### src/rtl/uart_rx_ctrl_pkg.sv
// Shared types and constants for the UART receive controller.
// Latency: n/a (types, constants and one pure function).
// Backpressure: n/a.
package uart_rx_ctrl_pkg;

   typedef enum logic [1:0] {
      CFG_RUN   = 2'd0,
      CFG_PEND  = 2'd1,
      CFG_APPLY = 2'd2
   } cfg_state_t;

   localparam logic [5:0] PRESC_8   = 6'd8;
   localparam logic [5:0] PRESC_16  = 6'd16;
   localparam logic [5:0] PRESC_32  = 6'd32;
   localparam logic [5:0] PRESC_RST = PRESC_8;

   typedef struct packed {
      logic [5:0] prescale;
      logic       par_en;
      logic       par_type;
   } cfg_t;

   localparam cfg_t CFG_RST = '{prescale: PRESC_RST, par_en: 1'b0, par_type: 1'b0};

   function automatic logic presc_legal(input logic [5:0] p);
      return (p == PRESC_8) || (p == PRESC_16) || (p == PRESC_32);
   endfunction

endpackage

### src/rtl/uart_rx_ctrl_fifo.sv
// Synchronous FIFO with a registered head word and head-valid flag.
// Latency: push into empty shows on head_dat/head_vld the next cycle.
// Backpressure: push is dropped when full unless a pop occurs in the same cycle.
module uart_rx_ctrl_fifo #(
   parameter int DATA_WIDTH = 8,
   parameter int FIFO_DEPTH = 4
) (
   input  logic                  clk,
   input  logic                  rst,
   input  logic                  push,
   input  logic [DATA_WIDTH-1:0] push_dat,
   input  logic                  pop,
   output logic                  full,
   output logic [DATA_WIDTH-1:0] head_dat,
   output logic                  head_vld
);

   localparam int AW = $clog2(FIFO_DEPTH);

   logic [DATA_WIDTH-1:0] mem [FIFO_DEPTH];
   logic [AW-1:0]         wr_ptr;
   logic [AW-1:0]         rd_ptr;
   logic [AW-1:0]         rd_ptr_inc;
   logic [AW:0]           count;
   logic [AW:0]           count_nxt;
   logic                  do_push;
   logic                  do_pop;

   assign full       = (count == (AW+1)'(FIFO_DEPTH));
   assign do_pop     = pop && head_vld;
   assign do_push    = push && (!full || do_pop);
   assign rd_ptr_inc = rd_ptr + 1'b1;

   always_comb begin
      count_nxt = count;
      if (do_push && !do_pop)
         count_nxt = count + 1'b1;
      else if (!do_push && do_pop)
         count_nxt = count - 1'b1;
   end

   always_ff @(posedge clk) begin
      if (do_push)
         mem[wr_ptr] <= push_dat;
   end

   always_ff @(posedge clk) begin
      if (rst) begin
         wr_ptr   <= '0;
         rd_ptr   <= '0;
         count    <= '0;
         head_dat <= '0;
         head_vld <= 1'b0;
      end else begin
         if (do_push)
            wr_ptr <= wr_ptr + 1'b1;
         if (do_pop)
            rd_ptr <= rd_ptr_inc;
         count    <= count_nxt;
         head_vld <= (count_nxt != '0);
         // Head is preloaded so it never depends on a read in the same cycle.
         if (do_pop && (count_nxt != '0))
            head_dat <= (count == (AW+1)'(1)) ? push_dat : mem[rd_ptr_inc];
         else if (do_push && (count == '0))
            head_dat <= push_dat;
      end
   end

endmodule

### src/rtl/uart_rx_ctrl.sv
// UART RX controller: deferred config apply, frame FIFO, overrun and error counters.
// Latency: config visible 2 cycles after an idle write; frame on m_valid 1 cycle after push.
// Backpressure: m_valid/m_ready; full FIFO without pop drops the frame (UART_RX_CTRL_TIMEOUT_EN adds rx_timeout).
module uart_rx_ctrl
   import uart_rx_ctrl_pkg::*;
#(
   parameter int DATA_WIDTH = 8,
   parameter int FIFO_DEPTH = 4,
   parameter int ERR_CNT_W  = 8
`ifdef UART_RX_CTRL_TIMEOUT_EN
   , parameter int TO_CYCLES = 1024
`endif
) (
   input  logic                  clk,
   input  logic                  rst,
   input  logic                  cfg_wr,
   input  logic [5:0]            cfg_prescale,
   input  logic                  cfg_par_en,
   input  logic                  cfg_par_type,
   input  logic                  rx_busy,
   input  logic                  rx_frame_done,
   input  logic                  rx_data_valid,
   input  logic [DATA_WIDTH-1:0] rx_data,
   input  logic                  rx_par_err,
   input  logic                  rx_stop_err,
   input  logic                  rx_start_glitch,
   output logic [5:0]            Prescale,
   output logic                  Parity_EN,
   output logic                  Parity_Type,
   output logic                  cfg_pending,
   output logic                  cfg_err,
   output logic [DATA_WIDTH-1:0] m_data,
   output logic                  m_valid,
   input  logic                  m_ready,
   output logic                  overrun,
   output logic [ERR_CNT_W-1:0]  par_err_cnt,
   output logic [ERR_CNT_W-1:0]  stop_err_cnt,
   output logic [ERR_CNT_W-1:0]  glitch_cnt,
   input  logic                  err_clr
`ifdef UART_RX_CTRL_TIMEOUT_EN
   , output logic                rx_timeout
`endif
);

   cfg_state_t cfg_state;
   cfg_t       cfg_shadow;
   cfg_t       cfg_act;
   cfg_t       cfg_req;
   logic       wr_legal;
   logic       frame_err;
   logic       good_frame;
   logic       pop;
   logic       fifo_full;

   assign cfg_req     = '{prescale: cfg_prescale, par_en: cfg_par_en, par_type: cfg_par_type};
   assign wr_legal    = cfg_wr && presc_legal(cfg_prescale);
   assign Prescale    = cfg_act.prescale;
   assign Parity_EN   = cfg_act.par_en;
   assign Parity_Type = cfg_act.par_type;

   always_ff @(posedge clk) begin
      if (rst) begin
         cfg_state   <= CFG_RUN;
         cfg_shadow  <= CFG_RST;
         cfg_act     <= CFG_RST;
         cfg_pending <= 1'b0;
         cfg_err     <= 1'b0;
      end else begin
         if (err_clr)
            cfg_err <= 1'b0;
         else if (cfg_wr && !wr_legal)
            cfg_err <= 1'b1;

         case (cfg_state)
            CFG_RUN: begin
               if (wr_legal) begin
                  cfg_shadow  <= cfg_req;
                  cfg_state   <= rx_busy ? CFG_PEND : CFG_APPLY;
                  cfg_pending <= rx_busy;
               end
            end
            CFG_PEND: begin
               if (wr_legal)
                  cfg_shadow <= cfg_req;
               if (!rx_busy) begin
                  cfg_state   <= CFG_APPLY;
                  cfg_pending <= 1'b0;
               end
            end
            CFG_APPLY: begin
               // Applies even if rx_busy just rose; the RX FSM samples Prescale only from mid start bit.
               cfg_act <= cfg_shadow;
               if (wr_legal) begin
                  cfg_shadow  <= cfg_req;
                  cfg_state   <= CFG_PEND;
                  cfg_pending <= 1'b1;
               end else begin
                  cfg_state   <= CFG_RUN;
                  cfg_pending <= 1'b0;
               end
            end
            default: begin
               cfg_state   <= CFG_RUN;
               cfg_pending <= 1'b0;
            end
         endcase
      end
   end

   assign frame_err  = rx_par_err || rx_stop_err || rx_start_glitch;
   assign good_frame = rx_frame_done && rx_data_valid && !frame_err;
   assign pop        = m_valid && m_ready;

   uart_rx_ctrl_fifo #(
      .DATA_WIDTH (DATA_WIDTH),
      .FIFO_DEPTH (FIFO_DEPTH)
   ) u_fifo (
      .clk      (clk),
      .rst      (rst),
      .push     (good_frame),
      .push_dat (rx_data),
      .pop      (pop),
      .full     (fifo_full),
      .head_dat (m_data),
      .head_vld (m_valid)
   );

   always_ff @(posedge clk) begin
      if (rst || err_clr) begin
         overrun      <= 1'b0;
         par_err_cnt  <= '0;
         stop_err_cnt <= '0;
         glitch_cnt   <= '0;
      end else begin
         if (good_frame && fifo_full && !pop)
            overrun <= 1'b1;
         if (rx_frame_done && rx_par_err && (par_err_cnt != '1))
            par_err_cnt <= par_err_cnt + 1'b1;
         if (rx_frame_done && rx_stop_err && (stop_err_cnt != '1))
            stop_err_cnt <= stop_err_cnt + 1'b1;
         if (rx_frame_done && rx_start_glitch && (glitch_cnt != '1))
            glitch_cnt <= glitch_cnt + 1'b1;
      end
   end

`ifdef UART_RX_CTRL_TIMEOUT_EN
   localparam int TO_W = $clog2(TO_CYCLES);

   logic [TO_W-1:0] to_cnt;
   logic            to_run;

   assign to_run = m_valid && !rx_busy && !pop && !good_frame;

   always_ff @(posedge clk) begin
      if (rst || !to_run) begin
         to_cnt     <= '0;
         rx_timeout <= 1'b0;
      end else begin
         rx_timeout <= (to_cnt == TO_W'(TO_CYCLES - 2));
         if (to_cnt != TO_W'(TO_CYCLES - 1))
            to_cnt <= to_cnt + 1'b1;
      end
   end
`endif

endmodule

### config.mk
export PLATFORM = sky130hd
export DESIGN_NAME = uart_rx_ctrl
export DESIGN_NICKNAME = d
export VERILOG_FILES = /design/src/rtl/uart_rx_ctrl_pkg.sv /design/src/rtl/uart_rx_ctrl_fifo.sv /design/src/rtl/uart_rx_ctrl.sv
export SDC_FILE = /design/constraint.sdc
export NUM_CORES = 1
export LEC_CHECK = 0
export ABC_AREA = 1
export CORE_MARGIN = 4
export CORE_UTILIZATION = 57
export DETAILED_ROUTE_END_ITERATION = 10
export GPL_TIMING_DRIVEN = 0
export PLACE_DENSITY = 0.82
export SETUP_SLACK_MARGIN = 0.02
export SLEW_MARGIN = 20
export SYNTH_ARGS = -nofsm -noshare
export SYNTH_HDL_FRONTEND = slang
export SYNTH_SLANG_ARGS = --single-unit
### constraint.sdc
create_clock -name clk -period 5.1 [get_ports clk]
set_clock_uncertainty 0.05 [all_clocks]
set_input_delay 1.02 -clock clk [delete_from_list [all_inputs] [get_ports clk]]
set_output_delay 1.02 -clock clk [all_outputs]
set_load 0.005 [all_outputs]
Word level (Yosys, flattened, before mapping) --
Memory sizes are Yosys's and may differ from the RTL's. Cells that the tools add are included.
Storage, ports and cells: input port bits 27, flip-flop bits (word level) 61, RAM bits 32, output and inout port bits 44, memories kept 1
Cells by class: add/sub/neg operators 7, reduce and logical (&&, ||, !) cells 39, muxes and demuxes 16, equality and inequality tests 12
Memories:
- u_fifo.mem | words 4, width 8, read ports 1, clocked after memory_dff 0, write ports 1, line uart_rx_ctrl_fifo.sv:20 | logic [DATA_WIDTH-1:0] mem [FIFO_DEPTH];
Operator list (number):
- adder 8 x 1 -> 8 bit, second input constant | 3
- 2-to-1 mux 8 bit | 3
- != test 8 bit, second input constant | 3
- logical AND 1 bit | 19
- == test 6 x 4 -> 1 bit, second input constant | 1
- == test 6 x 5 -> 1 bit, second input constant | 1
- == test 6 bit, second input constant | 1
- logical NOT 1 bit | 6
- logical OR 1 bit | 6
- 2-to-1 mux 1 bit | 6
- 2-to-1 mux 2 bit | 3
- 2-to-1 mux 3 bit | 2
- case mux 2 bit (3 select lines) | 1
- adder 2 x 1 -> 2 bit, second input constant | 2
- != test 2 bit, second input constant | 2
- AND reduction 2 bit | 2
- adder 3 x 1 -> 3 bit, second input constant | 1
- == test 3 x 1 -> 1 bit, second input constant | 1
- == test 3 bit, second input constant | 1
- logical NOT 3 bit | 1
- case mux 1 bit (3 select lines) | 1
- nonzero test 3 bit | 1
- OR reduction 3 bit | 1
- subtractor 3 x 1 -> 3 bit, second input constant | 1
- 5 further kinds | 5

Longest topological paths before layout --
Gate-level depths: netlist (run 1).
word-level depth 12, gate-level depth with buffers 15

Modules after synthesis --
From an unflattened synthesis (run 1), not the netlist that was laid out.
Unflattened totals: cell total of the unflattened synthesis 544, area, all modules 4336.7 µm²
Modules (own cells, without submodules):
- uart_rx_ctrl_fifo | cells an instance 241, area an instance 2234.6 µm², instances 1
- uart_rx_ctrl | cells an instance 303, area an instance 2102.0 µm², instances 1

Least setup slack after synthesis (run 1) --
OpenSTA, ideal clock, no wires.
kind input -> register, from input rx_stop_err, to register u_fifo.head_dat[5], setup time 0.132 ns, stages on the path 13, data arrival time 2.200 ns, buffers on the path 1, data required time 4.918 ns, path slack 2.717 ns, path through nor2_1 > inv_1 > nor2_4 > nand3_4 > nand3_2 > nand2_2 > nor2_4 > nand2_4 > nand2_8 > buf_12 > nand2_1 > nand2_1 > a21oi_1
Between the ends: longest elaborated chain between the ends 12, elaborated cells between the ends (all ways) 15, those cells by class mux (3); reduce/logical (12)
RTL lines:
- start: declaration | line uart_rx_ctrl.sv:25 | input logic rx_stop_err,
- logical OR 1 bit (*) (2 in a row) | line uart_rx_ctrl.sv:110 | assign frame_err = rx_par_err || rx_stop_err || rx_start_glitch;
- logical NOT 1 bit (*) | line uart_rx_ctrl.sv:111 | assign good_frame = rx_frame_done && rx_data_valid && !frame_err;
- logical AND 1 bit (*) | line uart_rx_ctrl.sv:111
- logical AND 1 bit (*) | line uart_rx_ctrl_fifo.sv:31 | assign do_push = push && (!full || do_pop);
- logical NOT 1 bit | line uart_rx_ctrl_fifo.sv:38 | else if (!do_push && do_pop)
- logical AND 1 bit | line uart_rx_ctrl_fifo.sv:38
- 2-to-1 mux 3 bit | line uart_rx_ctrl_fifo.sv:38
- 2-to-1 mux 3 bit | line uart_rx_ctrl_fifo.sv:36 | if (do_push && !do_pop)
- nonzero test 3 bit | line uart_rx_ctrl_fifo.sv:62 | if (do_pop && (count_nxt != '0))
- logical AND 1 bit | line uart_rx_ctrl_fifo.sv:62
- 2-to-1 mux 8 bit / nonzero test 2 bit (equally long branches)
- end signal: assignment | line uart_rx_ctrl_fifo.sv:63 | head_dat <= (count == (AW+1)'(1)) ? push_dat : mem[rd_ptr_inc];
- end signal: assignment | line uart_rx_ctrl_fifo.sv:65 | head_dat <= push_dat;
- end: declaration | line uart_rx_ctrl_fifo.sv:14 | output logic [DATA_WIDTH-1:0] head_dat,
Every way passes the cells marked *; elsewhere a longest branch is shown, timed or not. A chain may end at the register's enable or synchronous reset.

Worst setup path in the final report (run 1) --
from input rx_par_err, to memory u_fifo.mem[1][3], enable pin
Between the ends: longest elaborated chain between the ends 7
RTL lines:
- start: declaration | line uart_rx_ctrl.sv:24 | input logic rx_par_err,
- logical OR 1 bit (2 in a row) | line uart_rx_ctrl.sv:110
- logical NOT 1 bit | line uart_rx_ctrl.sv:111
- logical AND 1 bit | line uart_rx_ctrl.sv:111
- logical AND 1 bit | line uart_rx_ctrl_fifo.sv:31
- 2-to-1 mux 1 bit | line uart_rx_ctrl_fifo.sv:43 | if (do_push)
- 2-to-1 mux 1 bit (implied by the code) | line uart_rx_ctrl_fifo.sv:44 | mem[wr_ptr] <= push_dat;
- end: declaration | line uart_rx_ctrl_fifo.sv:20
Every way passes these cells.

==> results of run 1 <==
## cells in the mapped netlist, drive strengths merged (5+ instances only)
cell | instances | area, um^2
nor2 | 49 | 201.5
nand3 | 39 | 237.7
ha | 11 | 137.6
nand2 | 81 | 342.8
mux2i | 8 | 80.08
buf | 5 | 41.29
inv | 51 | 191.4
nor4 | 5 | 31.28
clkbuf | 6 | 22.52
edfxtp | 32 | 960.9
a21oi | 43 | 222.7
nor3 | 5 | 25.02
dfxtp | 61 | 1221
o21ai | 40 | 200.2
## state kept, by name, indices dropped and copies added (netlist names)
name	count
u_fifo.head_vld	1
Parity_EN	1
u_fifo.wr_ptr	2
u_fifo.mem	32
par_err_cnt	8
glitch_cnt	8
u_fifo.count	3
cfg_shadow	8
u_fifo.head_dat	8
cfg_err	1
cfg_pending	1
cfg_state	2
u_fifo.rd_ptr	2
Parity_Type	1
overrun	1
Prescale	6
stop_err_cnt	8
## report_power, final
group | switching (mW) | internal, mW | leakage [nW] | total [mW]
Clock | 0.257 | 0.222 | 0.0943 | 0.479
Sequential | 0.0203 | 0.796 | 0.781 | 0.817
Combinational | 0.235 | 0.161 | 1.02 | 0.396
## worst max path at each step
stage,start,end,slack (ns),cells past startpoint
floorplan,rx_stop_err,u_fifo.head_dat[5],2.72,13
global placement,rx_par_err,u_fifo.mem[3][4],1.83,6
detailed placement,rx_par_err,u_fifo.mem[0][3],1.72,6
CTS,rx_par_err,u_fifo.mem[0][1],2.10,6
global route,rx_par_err,u_fifo.mem[1][3],1.96,6
finish,rx_par_err,u_fifo.mem[1][3],2.11,6
## placed cells by master, fill, tap and decap left out, types with 3 or more instances in the layout
master           Yosys  routed
inv_1               47      47
nand3_2              6       6
clkbuf_1             6       7
nor2_1              46      46
a22oi_1              4       4
a21oi_1             41      41
dfxtp_1             61      61
nand4_1              3       3
ha_1                11      11
xor2_1               4       4
o211ai_1             3       3
edfxtp_1            32      32
o22ai_1              4       4
nor3_1               5       5
or2_1                3       3
nor4_1               5       5
clkdlybuf4s50_1      0      70
clkbuf_8             0      10
mux2i_1              8       8
nand2_2              6       6
inv_2                4       4
nand3_1             32      32
nand2_1             73      73
o21ai_0             38      38
## routing by layer
layer  up-vias  track usage, %
met5         -               0
met4         0           12.09
met3        24           3.862
met2       116           38.93
met1      1632           27.62
li1       1748               -
## area by class of cell
type / instances / area [um^2]
multi-input combinational: 310 / 1687
sequential: 93 / 2182
buffer: 11 / 63.81
fill: 563 / 1758
clock inverter: 4 / 30.03
tap: 96 / 120.1
inverter: 53 / 198.9
timing repair buffer: 70 / 700.7
clock buffer: 12 / 166.4
## kinds of logic (layout without fill, tap and decap cells)
logic type      Yosys count  after routing
fa+ha+maj                11             11
xor+xnor                  5              5
mux                       8              8
flops                    93             93
compound gates           99             99
buf+inv                  64            150
simple gates            187            187
## tightest hold or removal path, stage by stage, from the launching register on
cell     delay, ns
dfxtp_1       0.30
inv_1         0.06
nor3_1        0.05
==> metrics.md, run 1 <==
| Metric | Value |
|---|---|
| DR vias | 3,520 |
| Gr ovfl total | 0 |
| Critical path arrival | 2.91 ns |
| Min Clock Period, post-route | around 3 ns |
| Design Power | between 1.5 and 2 mW |
| Bufs and invs on worst path | 2 |
| R2r worst-path depth | 5 |
| Yosys warns | 0 |
| Largest net degree at the start of global routing | 17 |
| GPL Wtd Cong | ~0.88 |
| GR Util All Layers | between 20% and 30% |
| Antenna violations before repair | 0 |
| Top FF cell, synth | dfxtp_1 |
| Final setup vio count | 0 |
| Compound-cell area share of the yosys netlist | 12.96% |
| Die ar. | around 8700 um^2 |
| Crit end category | flop |
| Initial core utilization | between 50 and 60% |
| Worst path most repeated cell | nor2_1 |
| Post-CTS Setup Inserts | 0 |
| Syn Nets | around 510 |
| PwrDens | about 330 nW/um^2 |
| RSZ-0062 raised after global routing | no |
| Antenna cells | 0 |
| Synth Area in Simple Gates | a little over a fifth |
| End of the worst hold path | cfg_shadow[4] |
| Pre-CTS setup slack | between 1.5 and 2 ns |
| Placed insts | between 600 and 700 |
| Period utilization | between 50 and 60% |
| Post-DP Area | a little under 5000 um^2 |
| Critical path type | primary input to flop |
| EDFF count, synth | 32 |
| Hold Path Depth | 2 |
| Clk Latency, worst-skew pair | roughly 0.36 ns |
| Avg Inst Size Synth | 8.847 um^2 |
| Hold Path Origin | cfg_shadow[4] |
| IO buf count | 70 |
| Area of the core | roughly 6900 um^2 |
| CP delay by family, top | simple AND/OR/NAND/NOR gates |
| Crit path launch type | primary input |
| Setup WS post-layout | 2.114 ns |
| Pre-antenna DRT Iters | 5 |
| Layout cells sized above 1 | under 10% |
| Site row count | 30 |
| Maxcap violations | 0 |
| Global-route wire length before repair | between 15,000 and 20,000 um |
| Min Hold Slack | slightly below 0.4 ns |
| # IOs | 71 |
| Met3 wire len | ~540 um |
| Initial DRC count | approximately 190 |
| Final TNS setup | 0 ns |
| Status | finished, final reports clean |
| Post-layout nets | 586 |
| Worst hold path type | flop to flop |
| Xor and xnor fraction of the mapped netlist area | 1.060% |
| Die Wd | between 90 and 100 um |
| Clock buffer depth | 2 |
| Layout overhead on the synthesized area | 24.62% |
| Peak Freq | around 0.33 GHz |
| Area of the mapped netlist | just over 4000 um^2 |
| Share of flip-flops with an asynchronous set or reset | 0% |
| Leakage | roughly 1.9 nW |
| Relative slew slack | a little over two fifths |
| Worst-path maximum fanout | 8 |
| Slew @ Worst Pin | about 0.86 ns |
| Required @ worst endpoint | 5.03 ns |
| Hold buffer count at CTS | 0 |
| Non-filler cells, final | 649 |
| Reg-to-reg slack, setup | approximately 2.9 ns |
| CTS tree | yes |
| Vias in the first global route | 3,447 |
| Post-synthesis mux area share | ~1.9% |
| Antenna violation net count after detailed routing | 0 |
| WL/cell | 14.70 um |
| Clock Root Buffer | clkbuf_8 |
| Flops & latches, synth | between 90 and 100 |
| H-tree Lvls | 3 |
| Clk slew on worst S/H paths | 0.09 ns |
| Seq/Total Area, Yosys | between 50 and 60% |
| R2R Path End | u_fifo.mem[1][3] |
| Main combinational cell family by area after synthesis | simple AND/OR/NAND/NOR gates |
| Maximum vdd drop | 164.0 uV |
| Cell count after synthesis | 467 |
| Die height | a little over 90 um |
| Final Cell Area | 5149 um^2 |
| Number of buffers created by CTS | 9 |
| Worst reg2reg path startpoint | u_fifo.count[0] |
| Slowest stage delay, CP | about 0.7 ns |
| Post-CTS Resized | 0 |
| Vias per cell | around 5.4 |
| Fin. Hold Viols | 0 |
| Final core utilization | about three quarters |
| Max stage delay cell, worst path | nor2_1 |
| Metal2 WL | roughly 4800 um |
| Max-slew violations | 0 |
| Distinct cells, synth | 40 |
| Detailed Route WL | 9543 um |
| Crit path cell chain | clkdlybuf4s50_1 > nor2_1 > inv_1 > nor2_4 > nand2_1 > nor2_1 |
| DRC | 0 |
| M1 wire length | 3941 um |
| Clk sinks | 93 |
| Adder-cell area share of the yosys netlist | 3.331% |
| Top sig layer | met4 |
| Detailed Place HPWL | a little under 7000 um |
(Power assumes the default switching activity.)
==> inputs of run 2 (changes only) <==
CORE_UTILIZATION = 48   (was 57)
PLACE_DENSITY = 0.73   (was 0.82)
clock period = 2.5 ns   (was 5.1 ns; I/O delays follow)
==> metrics.md, run 2 (synthesized netlist as in run 1, its figures left out) <==
| Metric | Value |
|---|---|
| DR vias | 3,397 |
| Site row count | 33 |
| Clk slew on worst S/H paths | 0.09 ns |
| Crit end category | flop |
| Antenna violation net count after detailed routing | 0 |
| Pre-CTS setup slack | -0.2494 ns |
| Commonest non-fill, non-tap cell in the layout | nand2_1 |
| Period utilization | between 90% and 100% |
| Biggest register | u_fifo.mem |
| Sw Ratio | ~29% |
| Placed insts | 642 |
| Number of buffers created by CTS | 9 |
| Setup WS post-layout | about 0.16 ns |
| Logic gate share of total power | between 20% and 30% |
| Post-CTS Setup Inserts | 0 |
| H-tree Lvls | 3 |
| WL/cell | about 14 um |
| Crit path cell chain | clkdlybuf4s50_1 > nand3_2 > nor2_4 > nand2_1 > nor2_1 |
| Leakage | between 1.5 and 2 nW |
| Required @ worst endpoint | 2.44 ns |
| Register share of total power | between 40 and 50% |
| Gr ovfl total | 0 |
| Area of the core | just over 8000 um^2 |
| Net Switching | roughly 1.0 mW |
| Layout cells sized above 1 | slightly above 8% |
| Antenna violations before repair | 0 |
| Max FFs per register | 32 |
| Clk sinks | a little over 90 |
| Int Power | roughly 2.5 mW |
| Maxcap violations | 0 |
| CTS tree | yes |
| Die ar. | ~10,000 um^2 |
| Clock buffer depth | 2 |
| Multi-input gate area | around 1700 um^2 |
| Bufs and invs on worst path | 1 |
| GPL Wtd Cong | between 0.8 and 0.9 |
| Critical path depth in cells | 5 |
| Fill count | around 730 |
| Post-CTS Resized | 0 |
| Max stage delay cell, worst path | clkdlybuf4s50_1 |
| Initial core utilization | between 40% and 50% |
| Slowest stage delay, CP | ~0.65 ns |
| Initial DRC count | about 160 |
| Fin. Hold Viols | 0 |
| Global-route wire length before repair | approximately 15,000 um |
| Critical path type | primary input to flop |
| CP delay by family, top | simple AND/OR/NAND/NOR gates |
| Die Wd | 100.8 um |
| Crit path launch type | primary input |
| Antenna cells | 0 |
| Hold buffer count at CTS | 0 |
| Clk Latency, worst-skew pair | between 0.3 and 0.4 ns |
| Storage element area | 2182 um^2 |
| Critical path arrival | between 2 and 2.5 ns |
| Most frequent cells in the layout | nand2_1, clkdlybuf4s50_1, dfxtp_1 |
| Max-slew violations | 0 |
| Detailed Place HPWL | about 6700 um |
| Design Power | about 3.6 mW |
| Min Clock Period, post-route | between 2 and 2.5 ns |
| Clock share of power | a little under a third |
| Final setup vio count | 0 |
| Detailed Route WL | 9332 um |
| Worst-path maximum fanout | 8 |
| Worst hold path type | flop to flop |
| DRC | 0 |
| Relative slew slack | a little under half |
| Slew @ Worst Pin | 0.7834 ns |
| R2r worst-path depth | 5 |
| Clock Root Buffer | clkbuf_8 |
| Vias per cell | just over 5 |
| Largest net degree at the start of global routing | 17 |
| Post-layout nets | roughly 590 |
| Maximum vdd drop | ~360 uV |
| GR Util All Layers | approximately a fifth |
| Pre-antenna DRT Iters | 5 |
| IO buf count | 70 |
| Status | finished, final reports clean |
| RSZ-0062 raised after global routing | no |
| Layout overhead on the synthesized area | 25.53% |
| Peak Freq | 0.4274 GHz |
| # IOs | 71 |
| Final TNS setup | 0 ns |
| PwrDens | 688.3 nW/um^2 |
| Vias in the first global route | approximately 3,300 |
| Die height | approximately 100 um |
| Non-filler cells, final | around 660 |
| Hold Path Depth | 2 |
## run 2: metrics by stage
stage,hold WS [ns],util [%],cell area (um^2)
2_1_floorplan,0.3742,-,4131
3_3_place_gp,0.3819,59.81,4964
3_5_place_dp,0.4016,59.81,4964
4_1_cts,0.4167,62.49,5186
5_1_grt,0.4442,62.49,5186
6_report,0.4151,62.49,5186
## run 2: layout make-up
class,instances,share of cell area (%)
Clock inverter,7,1.906
Inverter,53,3.836
Timing Repair Buffer,70,13.51
Tap cell,105,2.533
Clock buffer,9,2.388
Sequential cell,93,42.07
Multi-Input combinational cell,310,32.52
Buffer,11,1.230
## run 2: power groups by stage
stage          combinational [mW]  sequential, mW  clock [mW]
2_1_floorplan               0.522            1.70           0
3_3_place_gp                0.767            1.70           0
3_5_place_dp                0.789            1.70           0
4_1_cts                     0.792            1.67        1.13
5_1_grt                     0.872            1.67        1.19
6_report                    0.786            1.67        1.12
## run 2: worst paths after layout
path | slack (ns) | from | to
max reg2reg | 0.39 | u_fifo.count[0] | u_fifo.mem[0][6]
max | 0.16 | rx_frame_done | u_fifo.mem[0][6]
min | 0.42 | cfg_shadow[4] | cfg_shadow[4]
min reg2reg | 0.42 | cfg_shadow[4] | cfg_shadow[4]
## run 2: worst min-delay path: cells and delay by family (launching register included)
kind,cells,cell delay [ns]
AND/OR/NAND/NOR,1,0.05
buffers and inverters,1,0.07
flip-flops,1,0.30
## run 2: layer usage
metal / track usage (%) / vias to the layer above / share of wire [%]
met2: 32.30 / 74 / 49
met4: 6.528 / 0 / 1.3
li1: - / 1734 / -
met3: 3.045 / 12 / 4.6
met1: 24.57 / 1577 / 45
met5: 0 / - / 0
